[config.mk]
export PLATFORM = sky130hd
export DESIGN_NAME = fmul_float_arbiter_flat
export DESIGN_NICKNAME = d
export VERILOG_FILES = /design/src/rtl/fmul_float_arbiter_if.sv /design/src/rtl/fmul_float_arbiter.sv /design/src/flat_wrapper.sv
export SDC_FILE = /design/constraint.sdc
export NUM_CORES = 1
export LEC_CHECK = 0
export BUFFER_PORTS_ARGS = -buffer_cell sky130_fd_sc_hd__buf_2
export CORE_AREA = 2 2 158 160
export CTS_CLUSTER_DIAMETER = 150
export DETAILED_ROUTE_END_ITERATION = 8
export DIE_AREA = 0 0 160 162
export PLACE_DENSITY = 0.55
export SYNTH_ARGS = -nofsm -noshare
export SYNTH_HDL_FRONTEND = slang
export SYNTH_SLANG_ARGS = --single-unit
[constraint.sdc]
create_clock -name iCLOCK -period 3.9 [get_ports iCLOCK]
set_clock_uncertainty 0.1 [all_clocks]
set_input_delay 0.195 -clock iCLOCK [delete_from_list [all_inputs] [get_ports iCLOCK]]
set_output_delay 0.195 -clock iCLOCK [all_outputs]
set_load 0.02 [all_outputs]
[src/rtl/fmul_float_arbiter_if.sv]
// Requester-side and fmul-side channels of fmul_float_arbiter, bundled for port binding.
// The slave modport is the arbiter's view; the master modport is the surrounding environment.
interface fmul_float_arbiter_if #(
  parameter int NUM_REQ = 4,
  parameter int TAG_W   = 3
);
  logic [NUM_REQ-1:0]    iREQ_REQ;
  logic [NUM_REQ-1:0]    oREQ_BUSY;
  logic [NUM_REQ*32-1:0] iREQ_A;
  logic [NUM_REQ*32-1:0] iREQ_B;
  logic [NUM_REQ-1:0]    oRES_VALID;
  logic [NUM_REQ-1:0]    iRES_BUSY;
  logic [31:0]           oRES_DATA;
  logic                  oFMUL_REQ;
  logic                  iFMUL_BUSY;
  logic [31:0]           oFMUL_A;
  logic [31:0]           oFMUL_B;
  logic                  iFMUL_VALID;
  logic                  oFMUL_BUSY;
  logic [31:0]           iFMUL_DATA;
  logic [TAG_W:0]        oINFLIGHT;
  logic                  oERROR;

  modport slave (
    input  iREQ_REQ, iREQ_A, iREQ_B, iRES_BUSY, iFMUL_BUSY, iFMUL_VALID, iFMUL_DATA,
    output oREQ_BUSY, oRES_VALID, oRES_DATA, oFMUL_REQ, oFMUL_A, oFMUL_B, oFMUL_BUSY,
           oINFLIGHT, oERROR
  );

  modport master (
    output iREQ_REQ, iREQ_A, iREQ_B, iRES_BUSY, iFMUL_BUSY, iFMUL_VALID, iFMUL_DATA,
    input  oREQ_BUSY, oRES_VALID, oRES_DATA, oFMUL_REQ, oFMUL_A, oFMUL_B, oFMUL_BUSY,
           oINFLIGHT, oERROR
  );
endinterface

[src/rtl/fmul_float_arbiter.sv]
// Round-robin sharing of one in-order fmul_float pipeline between NUM_REQ requesters;
// a tag FIFO remembers who issued each in-flight operation so results route back.
module fmul_float_arbiter #(
  parameter int NUM_REQ   = 4,
  parameter int REQ_W     = 2,
  parameter int TAG_DEPTH = 8,
  parameter int TAG_W     = 3
) (
  input  logic                 iCLOCK,
  input  logic                 inRESET,
  input  logic                 iRESET_SYNC,
  fmul_float_arbiter_if.slave  bus
);

  // Handshake: every channel transfers on a rising edge where REQ/VALID=1 and BUSY=0;
  // the sender keeps REQ/VALID and its data stable while BUSY is 1.

  logic                 in_reset;
  logic [REQ_W-1:0]     rr_ptr_q, rr_ptr_d;
  logic [TAG_W-1:0]     wr_ptr_q, wr_ptr_d;
  logic [TAG_W-1:0]     rd_ptr_q, rd_ptr_d;
  logic [TAG_W:0]       count_q, count_d;
  logic                 error_q, error_d;
  logic [REQ_W-1:0]     tag_q [TAG_DEPTH];
  logic [REQ_W-1:0]     tag_d [TAG_DEPTH];

  logic [REQ_W:0]       scan_idx;
  logic [REQ_W-1:0]     grant;
  logic                 grant_found;
  logic                 stall;
  logic                 empty;
  logic [REQ_W-1:0]     head;
  logic                 fmul_req;
  logic                 fmul_busy;
  logic                 issue;
  logic                 pop;

  assign in_reset = !inRESET || iRESET_SYNC;

  // Scan from the round-robin pointer upward, wrapping at NUM_REQ.
  always_comb begin
    grant       = '0;
    grant_found = 1'b0;
    scan_idx    = '0;
    for (int k = 0; k < NUM_REQ; k++) begin
      scan_idx = {1'b0, rr_ptr_q} + (REQ_W+1)'(k);
      if (scan_idx >= (REQ_W+1)'(NUM_REQ)) begin
        scan_idx = scan_idx - (REQ_W+1)'(NUM_REQ);
      end
      if (!grant_found && bus.iREQ_REQ[scan_idx[REQ_W-1:0]]) begin
        grant       = scan_idx[REQ_W-1:0];
        grant_found = 1'b1;
      end
    end
  end

  assign stall     = (count_q == (TAG_W+1)'(TAG_DEPTH));
  assign empty     = (count_q == '0);
  assign head      = tag_q[rd_ptr_q];
  assign fmul_req  = grant_found && !stall && !in_reset;
  assign fmul_busy = in_reset || empty || bus.iRES_BUSY[head];
  assign issue     = fmul_req && !bus.iFMUL_BUSY;
  assign pop       = bus.iFMUL_VALID && !fmul_busy;

  always_comb begin
    bus.oFMUL_REQ  = fmul_req;
    bus.oFMUL_BUSY = fmul_busy;
    bus.oFMUL_A    = '0;
    bus.oFMUL_B    = '0;
    if (grant_found) begin
      bus.oFMUL_A = bus.iREQ_A[grant*32 +: 32];
      bus.oFMUL_B = bus.iREQ_B[grant*32 +: 32];
    end
    bus.oRES_DATA  = bus.iFMUL_DATA;
    bus.oINFLIGHT  = in_reset ? '0 : count_q;
    bus.oERROR     = error_q;
    bus.oREQ_BUSY  = '1;
    bus.oRES_VALID = '0;
    for (int n = 0; n < NUM_REQ; n++) begin
      bus.oREQ_BUSY[n]  = in_reset || !(grant_found && (grant == REQ_W'(n)))
                          || bus.iFMUL_BUSY || stall;
      bus.oRES_VALID[n] = !in_reset && bus.iFMUL_VALID && !empty && (head == REQ_W'(n));
    end
  end

  // A pop in the same cycle does not lift the full stall; stall uses count_q.
  always_comb begin
    rr_ptr_d = rr_ptr_q;
    wr_ptr_d = wr_ptr_q;
    rd_ptr_d = rd_ptr_q;
    count_d  = count_q;
    error_d  = error_q;
    tag_d    = tag_q;
    if (issue) begin
      tag_d[wr_ptr_q] = grant;
      wr_ptr_d        = wr_ptr_q + 1'b1;
      rr_ptr_d        = (grant == REQ_W'(NUM_REQ-1)) ? '0 : grant + 1'b1;
    end
    if (pop) begin
      rd_ptr_d = rd_ptr_q + 1'b1;
    end
    case ({issue, pop})
      2'b10:   count_d = count_q + 1'b1;
      2'b01:   count_d = count_q - 1'b1;
      default: count_d = count_q;
    endcase
    if (bus.iFMUL_VALID && empty) begin
      error_d = 1'b1;
    end
  end

  always_ff @(posedge iCLOCK or negedge inRESET) begin
    if (!inRESET) begin
      rr_ptr_q <= '0;
      wr_ptr_q <= '0;
      rd_ptr_q <= '0;
      count_q  <= '0;
      error_q  <= 1'b0;
      tag_q    <= '{default: '0};
    end else if (iRESET_SYNC) begin
      rr_ptr_q <= '0;
      wr_ptr_q <= '0;
      rd_ptr_q <= '0;
      count_q  <= '0;
      error_q  <= 1'b0;
      tag_q    <= '{default: '0};
    end else begin
      rr_ptr_q <= rr_ptr_d;
      wr_ptr_q <= wr_ptr_d;
      rd_ptr_q <= rd_ptr_d;
      count_q  <= count_d;
      error_q  <= error_d;
      tag_q    <= tag_d;
    end
  end

endmodule

[src/flat_wrapper.sv]
// flat-port wrapper written by rule: the top's interface ports become plain ports
module fmul_float_arbiter_flat 
#(
  parameter int NUM_REQ   = 4,
  parameter int REQ_W     = 2,
  parameter int TAG_DEPTH = 8,
  parameter int TAG_W     = 3
)
  (iCLOCK, inRESET, iRESET_SYNC, bus_iREQ_REQ, bus_iREQ_A, bus_iREQ_B, bus_iRES_BUSY, bus_iFMUL_BUSY, bus_iFMUL_VALID, bus_iFMUL_DATA, bus_oREQ_BUSY, bus_oRES_VALID, bus_oRES_DATA, bus_oFMUL_REQ, bus_oFMUL_A, bus_oFMUL_B, bus_oFMUL_BUSY, bus_oINFLIGHT, bus_oERROR);
  fmul_float_arbiter_if #(.NUM_REQ(NUM_REQ), .TAG_W(TAG_W)) bus_i ();
  input  logic iCLOCK;
  input  logic inRESET;
  input  logic iRESET_SYNC;
  input wire logic [$bits(bus_i.iREQ_REQ)-1:0] bus_iREQ_REQ;
  input wire logic [$bits(bus_i.iREQ_A)-1:0] bus_iREQ_A;
  input wire logic [$bits(bus_i.iREQ_B)-1:0] bus_iREQ_B;
  input wire logic [$bits(bus_i.iRES_BUSY)-1:0] bus_iRES_BUSY;
  input wire logic [$bits(bus_i.iFMUL_BUSY)-1:0] bus_iFMUL_BUSY;
  input wire logic [$bits(bus_i.iFMUL_VALID)-1:0] bus_iFMUL_VALID;
  input wire logic [$bits(bus_i.iFMUL_DATA)-1:0] bus_iFMUL_DATA;
  output wire logic [$bits(bus_i.oREQ_BUSY)-1:0] bus_oREQ_BUSY;
  output wire logic [$bits(bus_i.oRES_VALID)-1:0] bus_oRES_VALID;
  output wire logic [$bits(bus_i.oRES_DATA)-1:0] bus_oRES_DATA;
  output wire logic [$bits(bus_i.oFMUL_REQ)-1:0] bus_oFMUL_REQ;
  output wire logic [$bits(bus_i.oFMUL_A)-1:0] bus_oFMUL_A;
  output wire logic [$bits(bus_i.oFMUL_B)-1:0] bus_oFMUL_B;
  output wire logic [$bits(bus_i.oFMUL_BUSY)-1:0] bus_oFMUL_BUSY;
  output wire logic [$bits(bus_i.oINFLIGHT)-1:0] bus_oINFLIGHT;
  output wire logic [$bits(bus_i.oERROR)-1:0] bus_oERROR;
  assign bus_i.iREQ_REQ = bus_iREQ_REQ;
  assign bus_i.iREQ_A = bus_iREQ_A;
  assign bus_i.iREQ_B = bus_iREQ_B;
  assign bus_i.iRES_BUSY = bus_iRES_BUSY;
  assign bus_i.iFMUL_BUSY = bus_iFMUL_BUSY;
  assign bus_i.iFMUL_VALID = bus_iFMUL_VALID;
  assign bus_i.iFMUL_DATA = bus_iFMUL_DATA;
  assign bus_oREQ_BUSY = bus_i.oREQ_BUSY;
  assign bus_oRES_VALID = bus_i.oRES_VALID;
  assign bus_oRES_DATA = bus_i.oRES_DATA;
  assign bus_oFMUL_REQ = bus_i.oFMUL_REQ;
  assign bus_oFMUL_A = bus_i.oFMUL_A;
  assign bus_oFMUL_B = bus_i.oFMUL_B;
  assign bus_oFMUL_BUSY = bus_i.oFMUL_BUSY;
  assign bus_oINFLIGHT = bus_i.oINFLIGHT;
  assign bus_oERROR = bus_i.oERROR;
  fmul_float_arbiter #(.NUM_REQ(NUM_REQ), .REQ_W(REQ_W), .TAG_DEPTH(TAG_DEPTH), .TAG_W(TAG_W)) u_core (.iCLOCK(iCLOCK), .inRESET(inRESET), .iRESET_SYNC(iRESET_SYNC), .bus(bus_i));
endmodule
==> results_tabular.tex <==
\begin{tabular}{lr}
\hline
Metric & Value \\
\hline
\multicolumn{2}{l}{\textbf{STA}} \\
\quad Setup-failing EPs final & 0 \\
\quad Final period utilization & 0.9055 \\
\quad Slew margin rel. & 0.4038 \\
\quad Hold Violations, Final & 0 \\
\quad TNS Setup & 0 ns \\
\quad Transition at the pin with the smallest max-transition slack & 0.8944 ns \\
\quad Worst Hold Slack & 0.1004 ns \\
\quad Number of max-slew violations in the final report & 0 \\
\quad Fin crit period & 3.532 ns \\
\quad Max frequency & 0.2832 GHz \\
\quad RSZ-0062 raised after global routing & false \\
\multicolumn{2}{l}{\textbf{Power and ir drop}} \\
\quad Final Total Pwr & 1705 uW \\
\quad Maximum ir drop on the vdd rail & 136.6 uV \\
\quad PwrDens & 276.9 mW/mm2 \\
\quad Leak Pwr & 0.003201 uW \\
\multicolumn{2}{l}{\textbf{GRT}} \\
\quad Pin count of the biggest net entering global routing & 72 \\
\quad Vias in the first global route & 5554 \\
\quad Grt total ovfl & 0 \\
\quad Wire length of the first global-routing pass & 30.01 mm \\
\quad Antenna violations before repair & 3 \\
\quad Global routing usage summed across all routing layers & 0.1425 \\
\multicolumn{2}{l}{\textbf{Die}} \\
\quad Placement Rows & 57 \\
\quad Vertical die dimension & 162 um \\
\quad Core Area & 0.02411 mm2 \\
\quad Number of ports placed on the die boundary & 412 \\
\quad Floorplan die width & 160 um \\
\quad Starting density of the core & 0.1714 \\
\quad Area of the die & 0.02592 mm2 \\
\multicolumn{2}{l}{\textbf{Detailed routing}} \\
\quad Via total after detailed routing & 5685 \\
\quad Routed length on met3 & 1.606 mm \\
\quad Vias per cell & 4.530 \\
\quad Routed len/inst & 15.73 um \\
\quad Overall routed net length & 19.74 mm \\
\quad Max layer used & met5 \\
\quad DRT met1 WL & 8.049 mm \\
\quad Number of detailed-route iterations in the first pass & 5 \\
\quad Antenna Nets Post-Route & 0 \\
\quad Residual DRC count & 0 \\
\quad Met2 routed wirelength & 9.667 mm \\
\quad Violation count after the first detailed-route iteration & 413 \\
\multicolumn{2}{l}{\textbf{Synthesis}} \\
\quad Sequential fraction of the synthesis area & 0.1757 \\
\quad Netlist area before placement & 0.004131 mm2 \\
\quad Post-synth top area share & 0.2480 \\
\quad \#FFs+latches synth & 29 \\
\quad Cell taking the most area after synthesis & nand2\_1 \\
\quad Top cells by count, synth & nand2\_1 (273), a311oi\_1 (64), and3\_1 (64) \\
\quad Most frequent cell after synthesis & nand2\_1 \\
\quad Yosys synthesis warning count & 0 \\
\quad Async S/R FF share, synth & 1.000 \\
\quad Count of distinct cell types in the synthesized netlist & 42 \\
\quad Number of standard cells after synthesis & 649 \\
\quad Post-Syn Nets & 959 \\
\quad Number of enable flip-flop cells after synthesis & 0 \\
\quad Main area contributors after synthesis & nand2\_1 (25\%), dfrtp\_1 (18\%), a311oi\_1 (14\%) \\
\quad Average cell area after synthesis & 6.366 um2 \\
\quad Flip-flop cell with the highest count after synthesis & dfrtp\_1 \\
\multicolumn{2}{l}{\textbf{Hold path}} \\
\quad Classification of the worst-slack hold path & primary input to flop \\
\quad HP Start & bus\_iFMUL\_VALID \\
\multicolumn{2}{l}{\textbf{Critical path}} \\
\quad Critical register-to-register path startpoint & u\_core.rd\_ptr\_q[0] \\
\quad List of cells traversed by the critical path & mux4\_2, mux2\_2, mux4\_2, nor3\_1, ha\_1, a21o\_1, a21oi\_1, nor4b\_1, o21ai\_1, nand3\_1 \\
\quad Buffers and inverters on the worst path & 0 \\
\quad Crit-path max FO & 8 \\
\quad WS Path Type & flop to flop \\
\quad Worst Setup Start Kind & flop \\
\quad Kind of cell with the highest combined delay on the critical path & multiplexers \\
\quad Most Frequent Cell on Critical Path & mux4\_2 \\
\quad Delay of the slowest cell on the worst path & 0.54 ns \\
\quad Data arrival time at the worst-slack endpoint & 3.64 ns \\
\quad Critical path's slowest cell & mux4\_2 \\
\quad Data required time at the worst endpoint & 4.01 ns \\
\quad Worst setup path startpoint & u\_core.rd\_ptr\_q[0] \\
\quad Reg2Reg Setup Slack & 0.37 ns \\
\quad Nature of the critical path endpoint & flop \\
\multicolumn{2}{l}{\textbf{Layout}} \\
\quad Fill cells & 2770 \\
\quad Fraction of the core area covered by cells at the end of the flow & 0.2555 \\
\quad NumNets Final & 1239 \\
\quad Fraction of final layout cells with drive strength greater than 1 & 0.4194 \\
\quad Area Growth Syn to Fin & 49.06\% \\
\multicolumn{2}{l}{\textbf{Clock network}} \\
\quad Clock transition at the registers of the reported paths & 0.05 ns \\
\quad H-tree level count & 2 \\
\quad TritonCTS clock tree & yes \\
\quad TritonCTS buffer count & 5 \\
\quad Root Buffer & clkbuf\_16 \\
\quad Insertion delay to the later sink of the worst-skew pair & 0.27 ns \\
\quad TritonCTS Sinks & 29 \\
\quad Deepest clock path buffer count & 2 \\
\multicolumn{2}{l}{\textbf{Status}} \\
\quad Status & complete, no violations \\
\multicolumn{2}{l}{\textbf{Placed design}} \\
\quad Placer congestion estimate & 0.8548 \\
\quad Total half-perimeter wirelength after legalization and detailed placement & 15.36 mm \\
\quad Number of port buffers & 347 \\
\multicolumn{2}{l}{\textbf{Flow run}} \\
\quad Max Cap Violations & 0 \\
\hline
\end{tabular}
## through the flow
stage	cell area, um2	worst slack (ns)	instances
2_1_floorplan	4131	0.4789	649
3_3_place_gp	5987	0.3556	1245
3_5_place_dp	5987	0.2594	1245
4_1_cts	6155	0.2333	1254
5_1_grt	6158	0.1086	1255
6_report	6158	0.3684	1255
## cells in the final DEF, fill, tap and decap left out, types with 2 or more instances in the layout
| master | netlist | layout |
|---|---|---|
| nor3b_1 | 3 | 3 |
| buf_12 | 0 | 2 |
| nand4b_1 | 2 | 2 |
| o21ai_1 | 13 | 13 |
| xnor2_1 | 2 | 2 |
| mux4_2 | 4 | 4 |
| ha_1 | 8 | 8 |
| nor3_1 | 5 | 4 |
| clkbuf_16 | 0 | 5 |
| nor4b_1 | 2 | 2 |
| dfrtp_1 | 29 | 28 |
| and2_1 | 4 | 4 |
| buf_4 | 33 | 14 |
| nand2_1 | 273 | 273 |
| nor2_1 | 19 | 19 |
| a311oi_1 | 64 | 64 |
| nand3_1 | 12 | 12 |
| mux2i_1 | 9 | 9 |
| nand2b_1 | 4 | 4 |
| clkbuf_8 | 0 | 2 |
| and3_1 | 64 | 64 |
| nor2b_1 | 4 | 4 |
| a22o_1 | 2 | 2 |
| buf_2 | 0 | 347 |
| inv_1 | 3 | 3 |
| a21oi_1 | 8 | 8 |
| mux2_2 | 5 | 5 |
| xor2_1 | 2 | 2 |
## worst paths after layout
path / endpoint / cells after the start
max: u_core.count_q[3] / 10
min: u_core.bus.oERROR / 3
max reg2reg: u_core.count_q[3] / 10
min reg2reg: u_core.bus.oERROR / 2
max in group asynchronous: u_core.rd_ptr_q[0] / 3
min in group asynchronous: u_core.tag_q[7] / 3
## report_power, final
part           leakage, uW  switching (uW)  internal (uW)
Combinational      0.00272             609            382
Clock            0.0000799             127            269
Sequential        0.000400            9.92            308
Total              0.00320             746            959
## cells by family after synthesis
kind of cell,share of synthesized area
buffers and inverters,0.1175
AOI/OAI and AO/OA,0.1781
DFF,0.1757
muxes,0.06360
and+or+nand+nor,0.4237
adders and majority gates,0.02907
xor gates and xnor gates,0.01242
## worst reg2reg max path, delay by kind of cell, from the launching register on
kind,cells,cell delay (ns)
DFF,1,0.48
adders and majority gates,1,0.28
and+or+nand+nor,3,0.68
AOI/OAI and AO/OA,3,0.53
muxes,3,1.41
## metal layers
metal	track usage	up-vias
met1	0.1808	2582
li1	-	2778
met5	0	-
met4	0.03767	2
met2	0.2456	297
met3	0.03064	26
## what timing repair did
| item | 4_1_cts | 5_1_grt |
|---|---|---|
| setup buffers | 0 | 0 |
| hold buffers | 1 | 0 |
| endpoints found under the hold margin | 29 | 0 |
| resized for setup | 0 | 1 |
| endpoints found under the setup margin | 0 | 1 |
## layout make-up
| type | count | area [um2] | share of cell area |
|---|---|---|---|
| tap | 324 | 405.4 | 0.06583 |
| antenna | 1 | 2.502 | 0.0004063 |
| sequential | 29 | 726.9 | 0.1180 |
| inverter | 5 | 21.27 | 0.003454 |
| clock buffer | 7 | 152.6 | 0.02479 |
| timing repair buffer | 364 | 1892 | 0.3072 |
| multi-input combinational | 524 | 2953 | 0.4795 |
| clock inverter | 1 | 5.005 | 0.0008127 |
## flip-flops by register name, summed over array words and instances (netlist names)
| signal | flops |
|---|---|
| u_core.wr_ptr_q | 3 |
| u_core.tag_q | 16 |
| u_core.rd_ptr_q | 3 |
| u_core.bus.oERROR | 1 |
| u_core.count_q | 4 |
| u_core.rr_ptr_q | 2 |
No activity file was read; power rests on OpenSTA's default activity.
